===== config.mk =====
export PLATFORM = sky130hd
export DESIGN_NAME = key_request_conditioner_flat
export DESIGN_NICKNAME = d
export VERILOG_FILES = /design/src/rtl/key_request_if.sv /design/src/rtl/key_request_conditioner.sv /design/src/flat_wrapper.sv
export SDC_FILE = /design/constraint.sdc
export NUM_CORES = 1
export LEC_CHECK = 0
export BUFFER_PORTS_ARGS = -buffer_cell sky130_fd_sc_hd__buf_2
export CAP_MARGIN = 30
export CORE_UTILIZATION = 50
export CTS_BUF_LIST = sky130_fd_sc_hd__clkbuf_8 sky130_fd_sc_hd__clkbuf_16
export CTS_CLUSTER_DIAMETER = 40
export CTS_CLUSTER_SIZE = 8
export DETAILED_ROUTE_END_ITERATION = 16
export PLACE_DENSITY = 0.74
export SLEW_MARGIN = 30
export SYNTH_ARGS = -nofsm -noshare
export SYNTH_HDL_FRONTEND = slang
export SYNTH_SLANG_ARGS = --single-unit

===== constraint.sdc =====
create_clock -name clk -period 1.44 [get_ports clk]
set_input_delay 0.072 -clock clk [delete_from_list [all_inputs] [get_ports clk]]
set_output_delay 0.072 -clock clk [all_outputs]
set_load 0.02 [all_outputs]

===== src/rtl/key_request_if.sv =====
// Bundle of the per-key request signals between the button conditioner and its neighbours.
// The master side drives the raw keys and the service acknowledges.
// The slave side is the conditioner. It returns the debounced level, the press pulse and the sticky request.
interface key_request_if #(
  parameter int NUM_KEYS = 3
);
  logic [NUM_KEYS-1:0] not_key;
  logic [NUM_KEYS-1:0] clear;
  logic [NUM_KEYS-1:0] key_pressed;
  logic [NUM_KEYS-1:0] press_pulse;
  logic [NUM_KEYS-1:0] request_pending;

  modport master (
    output not_key,
    output clear,
    input  key_pressed,
    input  press_pulse,
    input  request_pending
  );

  modport slave (
    input  not_key,
    input  clear,
    output key_pressed,
    output press_pulse,
    output request_pending
  );
endinterface


===== src/rtl/key_request_conditioner.sv =====
// Purpose: synchronise, debounce and latch active-low push-button requests for the traffic FSM.
// Latency: a clean press first sampled at edge 1 is visible at edge 2+DEBOUNCE_CYCLES.
// Backpressure: none. Each request stays latched until the FSM acknowledges it with clear.
module key_request_conditioner #(
  parameter int NUM_KEYS        = 3,
  parameter int DEBOUNCE_CYCLES = 4
) (
  input  logic          clk,
  input  logic          reset,
  key_request_if.slave  kif
);

  localparam int CNT_W = $clog2(DEBOUNCE_CYCLES + 1);
  localparam logic [CNT_W-1:0] CNT_LAST = CNT_W'(DEBOUNCE_CYCLES - 1);

  typedef enum logic {
    RELEASED = 1'b0,
    PRESSED  = 1'b1
  } key_state_e;

  logic [NUM_KEYS-1:0] sync1_q;
  logic [NUM_KEYS-1:0] sync2_q;
  logic [CNT_W-1:0]    cnt_q     [NUM_KEYS];
  logic [CNT_W-1:0]    cnt_d     [NUM_KEYS];
  key_state_e          state_q   [NUM_KEYS];
  key_state_e          state_d   [NUM_KEYS];
  logic [NUM_KEYS-1:0] pulse_q;
  logic [NUM_KEYS-1:0] pulse_d;
  logic [NUM_KEYS-1:0] pending_q;
  logic [NUM_KEYS-1:0] pending_d;

  // Two-flop synchroniser on the inverted (active-high) raw keys.
  always_ff @(posedge clk) begin
    if (reset) begin
      sync1_q <= '0;
      sync2_q <= '0;
    end else begin
      sync1_q <= ~kif.not_key;
      sync2_q <= sync1_q;
    end
  end

  // Per-key debounce FSM. The counter only advances while the synchronised level disagrees with the state.
  always_comb begin
    for (int k = 0; k < NUM_KEYS; k++) begin
      state_d[k] = state_q[k];
      cnt_d[k]   = '0;
      pulse_d[k] = 1'b0;
      case (state_q[k])
        RELEASED: begin
          if (sync2_q[k]) begin
            if (cnt_q[k] == CNT_LAST) begin
              state_d[k] = PRESSED;
              pulse_d[k] = 1'b1;
            end else begin
              cnt_d[k] = cnt_q[k] + CNT_W'(1);
            end
          end
        end
        PRESSED: begin
          if (!sync2_q[k]) begin
            if (cnt_q[k] == CNT_LAST) begin
              state_d[k] = RELEASED;
            end else begin
              cnt_d[k] = cnt_q[k] + CNT_W'(1);
            end
          end
        end
        default: begin
          state_d[k] = RELEASED;
        end
      endcase
    end
  end

  // Sticky request: a new press beats a simultaneous acknowledge so the fresh request is never lost.
  always_comb begin
    pending_d = (pending_q & ~kif.clear) | pulse_d;
  end

  // Debounce state, counter, press pulse and request registers.
  always_ff @(posedge clk) begin
    if (reset) begin
      for (int k = 0; k < NUM_KEYS; k++) begin
        state_q[k] <= RELEASED;
        cnt_q[k]   <= '0;
      end
      pulse_q   <= '0;
      pending_q <= '0;
    end else begin
      for (int k = 0; k < NUM_KEYS; k++) begin
        state_q[k] <= state_d[k];
        cnt_q[k]   <= cnt_d[k];
      end
      pulse_q   <= pulse_d;
      pending_q <= pending_d;
    end
  end

  // Expose the debounced level as a plain bit vector.
  always_comb begin
    for (int k = 0; k < NUM_KEYS; k++) begin
      kif.key_pressed[k] = (state_q[k] == PRESSED);
    end
  end

  assign kif.press_pulse     = pulse_q;
  assign kif.request_pending = pending_q;

endmodule


===== src/flat_wrapper.sv =====
// flat-port wrapper written by rule: the top's interface ports become plain ports
module key_request_conditioner_flat 
#(
  parameter int NUM_KEYS        = 3,
  parameter int DEBOUNCE_CYCLES = 4
)
  (clk, reset, kif_not_key, kif_clear, kif_key_pressed, kif_press_pulse, kif_request_pending);
  key_request_if #(.NUM_KEYS(NUM_KEYS)) kif_i ();
  input  logic clk;
  input  logic reset;
  input wire logic [$bits(kif_i.not_key)-1:0] kif_not_key;
  input wire logic [$bits(kif_i.clear)-1:0] kif_clear;
  output wire logic [$bits(kif_i.key_pressed)-1:0] kif_key_pressed;
  output wire logic [$bits(kif_i.press_pulse)-1:0] kif_press_pulse;
  output wire logic [$bits(kif_i.request_pending)-1:0] kif_request_pending;
  assign kif_i.not_key = kif_not_key;
  assign kif_i.clear = kif_clear;
  assign kif_key_pressed = kif_i.key_pressed;
  assign kif_press_pulse = kif_i.press_pulse;
  assign kif_request_pending = kif_i.request_pending;
  key_request_conditioner #(.NUM_KEYS(NUM_KEYS), .DEBOUNCE_CYCLES(DEBOUNCE_CYCLES)) u_core (.clk(clk), .reset(reset), .kif(kif_i));
endmodule

; ---- Yosys cells after proc, flatten, opt, wreduce, memory -nomap -nowiden
; Memory sizes are Yosys's and may differ from the RTL's.
; Cells that the tools add are included.
[word_totals]
memories = 2
reg_bits = 12
rom_bits = 0
ram_bits = 12
input_bits = 8
latch_bits = 0
[classes]
n_eq_ne = 3
multipliers = 0
n_bitwise = 13
addsub = 3
div = 0
order_cmp = 0
shifts = 0
mux = 39
reduce_logical = 0
[mem_list]
columns = name, depth, width, read_ports, rd_ports_with_merged_regs, write_ports, line_no
row1 = u_core.cnt_q, 3, 3, 3, 0, 3, key_request_conditioner.sv:23  ; logic [CNT_W-1:0] cnt_q [NUM_KEYS];
row2 = u_core.state_q, 3, 1, 3, 0, 3, key_request_conditioner.sv:25  ; key_state_e state_q [NUM_KEYS];
[op_table]
columns = cell, n
row1 = $mux W3, 12
row2 = $mux W1, 21
row3 = $pmux W3 S2, 3
row4 = $add A3 B1 Y3 const B, 3
row5 = $eq A3 B2 Y1 const B, 3
row6 = $not A3 Y3, 2
row7 = $or A1 B1 Y1, 6
row8 = $pmux W1 S2, 3
row9 = $and A3 B3 Y3, 1
row10 = $not A1 Y1, 3
row11 = $or A3 B3 Y3, 1

; ---- Depth between registers and ports, before layout
; Gate-level depths: netlist of run 1.
[depth]
ltp_word = 5
depth_mapped = 4

; ---- Worst setup path after synthesis of run 1
; No wires, ideal clock.
[synth_path]
path_kind = register -> register
start = memory u_core.cnt_q[0][3] (netlist bit)
end = register u_core.pending_q[1] (netlist: u_core.kif.request_pending[1])
slack_ps = 361
setup_ps = 114
arrival_time_ps = 965
required_time_ps = 1326
path_stages_with_launch = 5
path_cell_list = dfxtp_1 -> ha_1 -> and2b_1 -> and3_1 -> a21o_1
[synth_rtl]
columns = element, line_no
row1 = start: declaration, key_request_conditioner.sv:23
row2 = end signal: assignment, key_request_conditioner.sv:96  ; pending_q <= pending_d;
row3 = end: declaration, key_request_conditioner.sv:29  ; logic [NUM_KEYS-1:0] pending_q;

==> results of run 1 <==
[where the power goes]
part	internal, mW	total [mW]	switching (mW)
combinational	0.0217	0.0381	0.0164
sequential	0.673	0.679	0.00517
clock	0.244	0.443	0.199
[cells in the mapped netlist]
cell / number
nor2b_1: 3
nand2b_2: 1
nor3_2: 2
nand3b_1: 2
dfxtp_1: 24
mux2i_1: 3
buf_6: 1
nor2_1: 12
nand2b_1: 4
xor2_1: 3
a21oi_1: 2
and2b_2: 2
a21o_1: 1
and2b_1: 1
inv_1: 1
buf_2: 1
and3_1: 1
nor3b_2: 5
ha_1: 3
[layer usage]
metal,GRT usage,vias to the layer above,share of wire
li1,-,274,-
met1,0.187,233,0.50
met2,0.230,12,0.44
met3,0.0383,4,0.038
met4,0.109,0,0.015
met5,0,-,0
[timing repair]
| item | 4_1_cts | 5_1_grt |
|---|---|---|
| resized for setup | 0 | 0 |
| endpoints found under the hold margin | 3 | 0 |
| hold buffers | 3 | 0 |
[worst paths after layout]
check | startpoint | to | slack [ps] | depth (start not counted)
min reg2reg | u_core.cnt_q[0][3] | u_core.cnt_q[0][3] | 420 | 1
max | u_core.cnt_q[0][3] | u_core.kif.request_pending[1] | 320 | 4
max reg2reg | u_core.cnt_q[0][3] | u_core.kif.request_pending[1] | 320 | 4
min | kif_clear[2] | u_core.kif.request_pending[2] | 70 | 3
[critical path: cells and delay by family, from the launching register on]
family                   cells  cell delay, ps
AO/OA/AOI/OAI                1             140
AND/OR/NAND/NOR              2             350
adder cells (fa/ha/maj)      1             210
flip-flops                   1             320
[area by class of cell]
class / instances / area share
Sequential cell: 24 / 0.477
Multi-Input combinational cell: 45 / 0.335
Timing Repair Buffer: 19 / 0.109
Clock buffer: 4 / 0.0547
Tap cell: 16 / 0.0199
Inverter: 1 / 0.00373
[kinds of logic (layout without fill, tap and decap cells)]
group / count (synthesis) / count (layout) / synth area share
and+or+nand+nor: 33 / 33 / 0.270
DFF: 24 / 24 / 0.573
adders and majority gates: 3 / 3 / 0.0448
AOI/OAI and AO/OA: 3 / 3 / 0.0209
xor gates and xnor gates: 3 / 3 / 0.0313
muxes: 3 / 3 / 0.0358
buffers and inverters: 3 / 24 / 0.0239
==> results_dict.tcl, run 1 <==
set metrics [dict create \
    viasPerCell 4.80 \
    finalCritPeriodShare 0.780 \
    final_net_count 105 \
    synth.top_cell.area_share 0.573 \
    final_common_cell "dfxtp_1" \
    hold_ws_ps 68.6 \
    regArea_um2 480 \
    vdd_ir_drop_max_mv 0.667 \
    antenna_left 0 \
    drive_above_1_share 0.323 \
    worstMarginPinSlew_ps 284 \
    drc 0 \
    die_y_um 42.9 \
    post_cts_buffers 0 \
    syn-cell-area_um2 838 \
    drt_iter0_markers 5 \
    ys_ff_latch 24 \
    synth.distinct_cells 19 \
    path_class "reg -> reg" \
    netlist_instances 72 \
    fp.dieW_um 42.9 \
    grt_setup_unrepaired "no" \
    via_count 523 \
    ys_warn_count 0 \
    leakage_nw 0.464 \
    clock.fmax_mhz 890 \
    gr-usage-all-layers 0.152 \
    cts_max_path_buffers 2 \
    fp-row-count 14 \
    grt_antenna_before_repair 0 \
    grt_pass1_vias 508 \
    arrival_ps 1290 \
    post-route-min-period_ps 1120 \
    clkTransAtPathRegs_ps 80 \
    clock_latency_ps 260 \
    p_per_area_nw_per_um2 1150 \
    yosysSeqAreaShare 0.573 \
    finalPower_mw 1.16 \
    critPathMaxFanout 2 \
    tns_ps 0 \
    crit_path_start_kind "register" \
    setup_ws_ps 317 \
    drt_pass1_iterations 3 \
    status "finished, final reports clean" \
    finish.utilization 0.653 \
    tritoncts "done" \
    cts_root_buf "clkbuf_8" \
    syn-num-nets 83 \
    antenna_cells 0 \
    globalplace.congestion 0.675 \
    post-place-ws_ps 325 \
    portBuffers 16 \
    nFillCells 139 \
    synthTopCellsByArea "dfxtp_1, nor3b_2, nor2_1" \
    place_inst 102 \
    setup_violations 0 \
    ioPinCount 17 \
    cpPeakStageDelay_ps 320 \
    crit_required_ps 1600 \
    cts_buffers 3 \
    final_area_um2 1010 \
    final_cell_mix "dfxtp_1, buf_2, nor2_1" \
    drt-total-wl_mm 1.10 \
    hpwlAfterDp_um 740 \
    maxCapViolCount 0 \
    cts_sinks 24 \
    worstSetupEndpointType "register" \
    grt-ovfl-total 0 \
    hold_path_class "in -> reg" \
    crit_slowest_cell "dfxtp_1" \
    final_cells 109 \
    postPlaceCellArea_um2 922 \
    routedWlPerCell_um 10.1 \
    fp.dieArea_um2 1840 \
    multi_input_area_um2 338 \
    initial_utilization 0.544 \
    synth_top_cell_by_area "dfxtp_1" \
    hold_viol 0 \
    path_cells "ha_1 > and2b_1 > and3_1 > a21o_1" \
    maxSlewViolCount 0 \
    syn_area_per_cell_um2 11.6 \
    maxSlewHeadroom 0.811 \
    design.core.area_um2 1540 \
    htreeDepth 1 \
    syn_to_final_growth_pct 20.1 \
    finClkSkew_ps 2.05 \
    grt_max_degree 19 \
    grt_pass1_wl_mm 2.03 \
]
Power figures use the tool's default switching activity.
==> inputs of run 2 (changes only) <==
--- a/config.mk
+++ b/config.mk
@@ -7,12 +7,12 @@
 export LEC_CHECK = 0
 export BUFFER_PORTS_ARGS = -buffer_cell sky130_fd_sc_hd__buf_2
 export CAP_MARGIN = 30
-export CORE_UTILIZATION = 50
+export CORE_UTILIZATION = 46
 export CTS_BUF_LIST = sky130_fd_sc_hd__clkbuf_8 sky130_fd_sc_hd__clkbuf_16
 export CTS_CLUSTER_DIAMETER = 40
 export CTS_CLUSTER_SIZE = 8
 export DETAILED_ROUTE_END_ITERATION = 16
-export PLACE_DENSITY = 0.74
+export PLACE_DENSITY = 0.71
 export SLEW_MARGIN = 30
 export SYNTH_ARGS = -nofsm -noshare
 export SYNTH_HDL_FRONTEND = slang
==> constraint.sdc (replaced) <==
create_clock -name clk -period 1.02 [get_ports clk]
set_input_delay 0.051 -clock clk [delete_from_list [all_inputs] [get_ports clk]]
set_output_delay 0.051 -clock clk [all_outputs]
set_load 0.02 [all_outputs]
==> results_dict.tcl, run 2 (synthesis results as in run 1) <==
set metrics [dict create \
    syn_to_final_growth_pct 36.1 \
    crit_path_start_kind "register" \
    finish.utilization 0.668 \
    viasPerCell 4.36 \
    violations "negative setup slack" \
    gr-usage-all-layers 0.141 \
    globalplace.congestion 0.646 \
    clock_latency_ps 260 \
    hold_path_class "in -> reg" \
    cts_buffers 3 \
    drc 0 \
    antenna_cells 0 \
    path_class "reg -> reg" \
    fp.dieW_um 44.7 \
    grt_setup_unrepaired "yes" \
    setup_violations 3 \
    tns_ps -36.4 \
    leakage_nw 0.500 \
    arrival_ps 1200 \
    via_count 549 \
    drt-total-wl_mm 1.20 \
    maxSlewHeadroom 0.850 \
    design.core.area_um2 1710 \
    grt_max_degree 15 \
    vdd_ir_drop_max_mv 1.19 \
    worstSetupEndpointType "register" \
    portBuffers 16 \
    postPlaceCellArea_um2 996 \
    finalCritPeriodShare 1.02 \
    cts_root_buf "clkbuf_8" \
    grt_pass1_wl_mm 2.01 \
    p_per_area_nw_per_um2 1430 \
    drt_pass1_iterations 2 \
    maxCapViolCount 0 \
    clock.fmax_mhz 957 \
    initial_utilization 0.491 \
    crit_required_ps 1180 \
    fp.dieArea_um2 2000 \
    cts_max_path_buffers 2 \
    critPathMaxFanout 2 \
    clkTransAtPathRegs_ps 80 \
    finClkSkew_ps 1.56 \
    grt-ovfl-total 0 \
    fp-row-count 15 \
    die_y_um 44.7 \
    setup_ws_ps -24.6 \
    hpwlAfterDp_um 857 \
    ioPinCount 17 \
    maxSlewViolCount 0 \
    drive_above_1_share 0.495 \
    antenna_left 0 \
    final_area_um2 1140 \
    final_common_cell "dfxtp_1" \
    grt_antenna_before_repair 0 \
    hold_viol 0 \
    tritoncts "done" \
    hold_ws_ps 58.6 \
    worstMarginPinSlew_ps 224 \
    cts_sinks 24 \
    final_cell_mix "dfxtp_1, buf_2, nor2_1" \
    final_net_count 113 \
    status "complete, but fails checks" \
    drt_iter0_markers 2 \
    post-route-min-period_ps 1040 \
    htreeDepth 1 \
    routedWlPerCell_um 9.52 \
    finalPower_mw 1.63 \
    grt_pass1_vias 540 \
]
## run 2: cell count changes in the layout (fill, tap and decap cells not counted), sizes merged
cell,before,now
buf,16,24
## run 2: layout make-up
cell class	instances	area (um^2)
repair buffers	27	174
multi-input cells	45	388
inverters	1	3.75
well taps	25	31.3
clock buffers	4	55.1
fillers	137	567
flip-flops and latches	24	489
## run 2: through the flow
step                      std cells  worst slack [ps]
after floorplan                  72             0.970
after global placement          118             -2.65
after detailed placement        118             -32.5
after CTS                       125             -35.2
after global routing            126             -57.7
final                           126             -24.6
## run 2: repair_timing
action,4_1_cts,5_1_grt
endpoints found under the hold margin,3,0
buffers inserted,0,1
resized for setup,6,5
setup endpoints to repair,3,10
hold buffers,3,0
## run 2: path summary, 6_finish.rpt
check,from,end,slack (ps),depth (start not counted)
max reg2reg,u_core.cnt_q[0][3],u_core.kif.request_pending[1],-20,4
min,kif_clear[0],u_core.kif.request_pending[0],60,3
max,u_core.cnt_q[0][3],u_core.kif.request_pending[1],-20,4
min reg2reg,u_core.cnt_q[0][3],u_core.cnt_q[0][3],440,1
## run 2: worst max-delay path: stages (launching register included)
cell and delay (ps):
dfxtp_2 340, ha_4 150, and2b_1 170, and3_4 150, a21o_1 140
## run 2: power by group
part	total, mW	internal, mW	switching [mW]	leakage, nW
combinational	0.0614	0.0366	0.0248	0.273
sequential	0.960	0.951	0.00923	0.198
clock	0.613	0.343	0.269	0.0288
total	1.63	1.33	0.303	0.500
## run 2: layer usage
layer | part of all wire | wire length (um) | global-route usage | vias up
li1 | - | - | - | 288
met1 | 0.49 | 584 | 0.155 | 249
met2 | 0.47 | 558 | 0.241 | 10
met4 | 0.0092 | 11 | 0.0909 | 0
met3 | 0.037 | 44 | 0.0360 | 2
met5 | 0 | 0 | 0 | -
==> inputs of run 3 (changes only) <==
--- a/config.mk
+++ b/config.mk
@@ -7,12 +7,11 @@
 export LEC_CHECK = 0
 export BUFFER_PORTS_ARGS = -buffer_cell sky130_fd_sc_hd__buf_2
 export CAP_MARGIN = 30
-export CORE_UTILIZATION = 46
+export CORE_UTILIZATION = 30
 export CTS_BUF_LIST = sky130_fd_sc_hd__clkbuf_8 sky130_fd_sc_hd__clkbuf_16
 export CTS_CLUSTER_DIAMETER = 40
 export CTS_CLUSTER_SIZE = 8
 export DETAILED_ROUTE_END_ITERATION = 16
-export PLACE_DENSITY = 0.71
 export SLEW_MARGIN = 30
 export SYNTH_ARGS = -nofsm -noshare
 export SYNTH_HDL_FRONTEND = slang
==> results_dict.tcl, run 3 (synthesis results as in run 1) <==
set metrics [dict create \
    r2r_start "u_core.cnt_q[0][3]" \
    critPathMaxFanout 2 \
    arrival_ps 1200 \
    pwr-share-comb 0.040 \
    path_class "reg -> reg" \
    reg2reg_slack_ps -20 \
    rr_worst_depth 4 \
    clkTransAtPathRegs_ps 80 \
    fp.dieW_um 54.9 \
    crit_required_ps 1170 \
    swShare 0.191 \
    fp.dieArea_um2 3010 \
    seqPwrFrac 0.621 \
    post-route-min-period_ps 1040 \
    finalCritPeriodShare 1.02 \
    via_count 540 \
    grt_max_degree 15 \
    hold_viol 0 \
    hold_path_class "in -> reg" \
    final_common_cell "dfxtp_1" \
    drive_above_1_share 0.475 \
    regArea_um2 488 \
    finalPower_mw 1.55 \
    setup_ws_ps -24.0 \
    nFillCells 265 \
    clock.fmax_mhz 958 \
    intPower_mw 1.25 \
    multi_input_area_um2 380 \
    htreeDepth 1 \
    wl_met3_um 52 \
    tritoncts "done" \
    vdd_ir_drop_max_mv 0.893 \
    design.core.area_um2 2570 \
    hold_depth 3 \
    worstSetupEndpointType "register" \
    finClkSkew_ps 1.46 \
    maxSlewHeadroom 0.845 \
    grt_pass1_vias 522 \
    top_layer "met3" \
    p_switching_mw 0.295 \
    crit_path_start_kind "register" \
    final_cells 131 \
    worstHoldStart "kif_clear[0]" \
    leakage_nw 0.498 \
    grt_pass1_wl_mm 2.00 \
    die_y_um 54.9 \
    drt_pass1_iterations 1 \
    hold_ws_ps 56.0 \
    portBuffers 16 \
    ioPinCount 17 \
    r2r_end "u_core.kif.request_pending[1]" \
    final_cell_mix "dfxtp_1, buf_2, nor2_1" \
    initial_utilization 0.327 \
    hpwlAfterDp_um 846 \
    worstMarginPinSlew_ps 232 \
    maxSlewViolCount 0 \
    wl_met2_um 546 \
    cts_max_path_buffers 2 \
    grt_antenna_before_repair 0 \
    cts_root_buf "clkbuf_8" \
    antenna_left 0 \
    maxCapViolCount 0 \
    drt_iter0_markers 0 \
    final_net_count 114 \
    gr-usage-all-layers 0.0951 \
    grt_setup_unrepaired "yes" \
    violations "negative setup slack" \
    globalplace.congestion 0.608 \
    place_inst 122 \
    setup_violations 3 \
    status "complete, but fails checks" \
    p_per_area_nw_per_um2 1360 \
    drc 0 \
    grt-ovfl-total 0 \
    cts_sinks 24 \
    drt-total-wl_mm 1.20 \
    fp-row-count 18 \
    routedWlPerCell_um 9.16 \
    tns_ps -50.7 \
    antenna_cells 0 \
    wl_met1_um 601 \
    syn_to_final_growth_pct 35.1 \
    cts_buffers 3 \
    viasPerCell 4.12 \
    holdPathEnd "u_core.kif.request_pending[0]" \
    post-place-ws_ps -24.1 \
    clock_latency_ps 250 \
    clkPwrFrac 0.339 \
]
-- run 3: critical path, cell delays in order (launching register included) --
cell     delay [ps]
dfxtp_2         340
ha_4            150
and2b_1         170
and3_4          150
a21o_1          140
-- run 3: how the worst max path moves through the flow --
stage                                         end                from  slack [ps]
floorplan           u_core.kif.request_pending[1]  u_core.cnt_q[0][3]           1
global placement                         register  u_core.cnt_q[0][6]          -6
detailed placement  u_core.kif.request_pending[1]  u_core.cnt_q[0][3]         -20
CTS                 u_core.kif.request_pending[1]  u_core.cnt_q[0][3]         -30
global route        u_core.kif.request_pending[1]  u_core.cnt_q[0][3]         -60
finish              u_core.kif.request_pending[1]  u_core.cnt_q[0][3]         -20
-- run 3: metal layers --
layer,track usage,vias to the layer above
met1,0.118,239
met5,0,-
met3,0.0333,0
met2,0.149,10
met4,0.0385,0
li1,-,291
-- run 3: area by class of cell --
type	count	share of cell area
sequential	24	0.431
multi-input combinational	45	0.336
timing repair buffer	28	0.160
clock buffer	3	0.0365
tap	30	0.0331
inverter	1	0.00331
-- run 3: per-stage QoR --
stage | instance area, um^2 | util
after CTS | 1110 | 0.432
after global placement | 995 | 0.387
after floorplan | 848 | -
after global routing | 1130 | 0.441
after detailed placement | 995 | 0.387
final | 1130 | 0.441
-- run 3: what timing repair did --
item / 4_1_cts / 5_1_grt
setup buffers: 1 / 2
endpoints found under the hold margin: 3 / 0
pin swaps: 0 / 3
resized for setup: 7 / 2
endpoints found under the setup margin: 3 / 7
hold buffers: 3 / 0
-- run 3: power by group through the flow --
stage / registers, mW / clock network (mW) / logic [mW]
floorplan: 0.979 / 0 / 0.0336
global placement: 0.980 / 0 / 0.0507
detailed placement: 0.980 / 0 / 0.0522
CTS: 0.960 / 0.560 / 0.0619
global route: 0.962 / 0.593 / 0.0699
finish: 0.960 / 0.524 / 0.0612
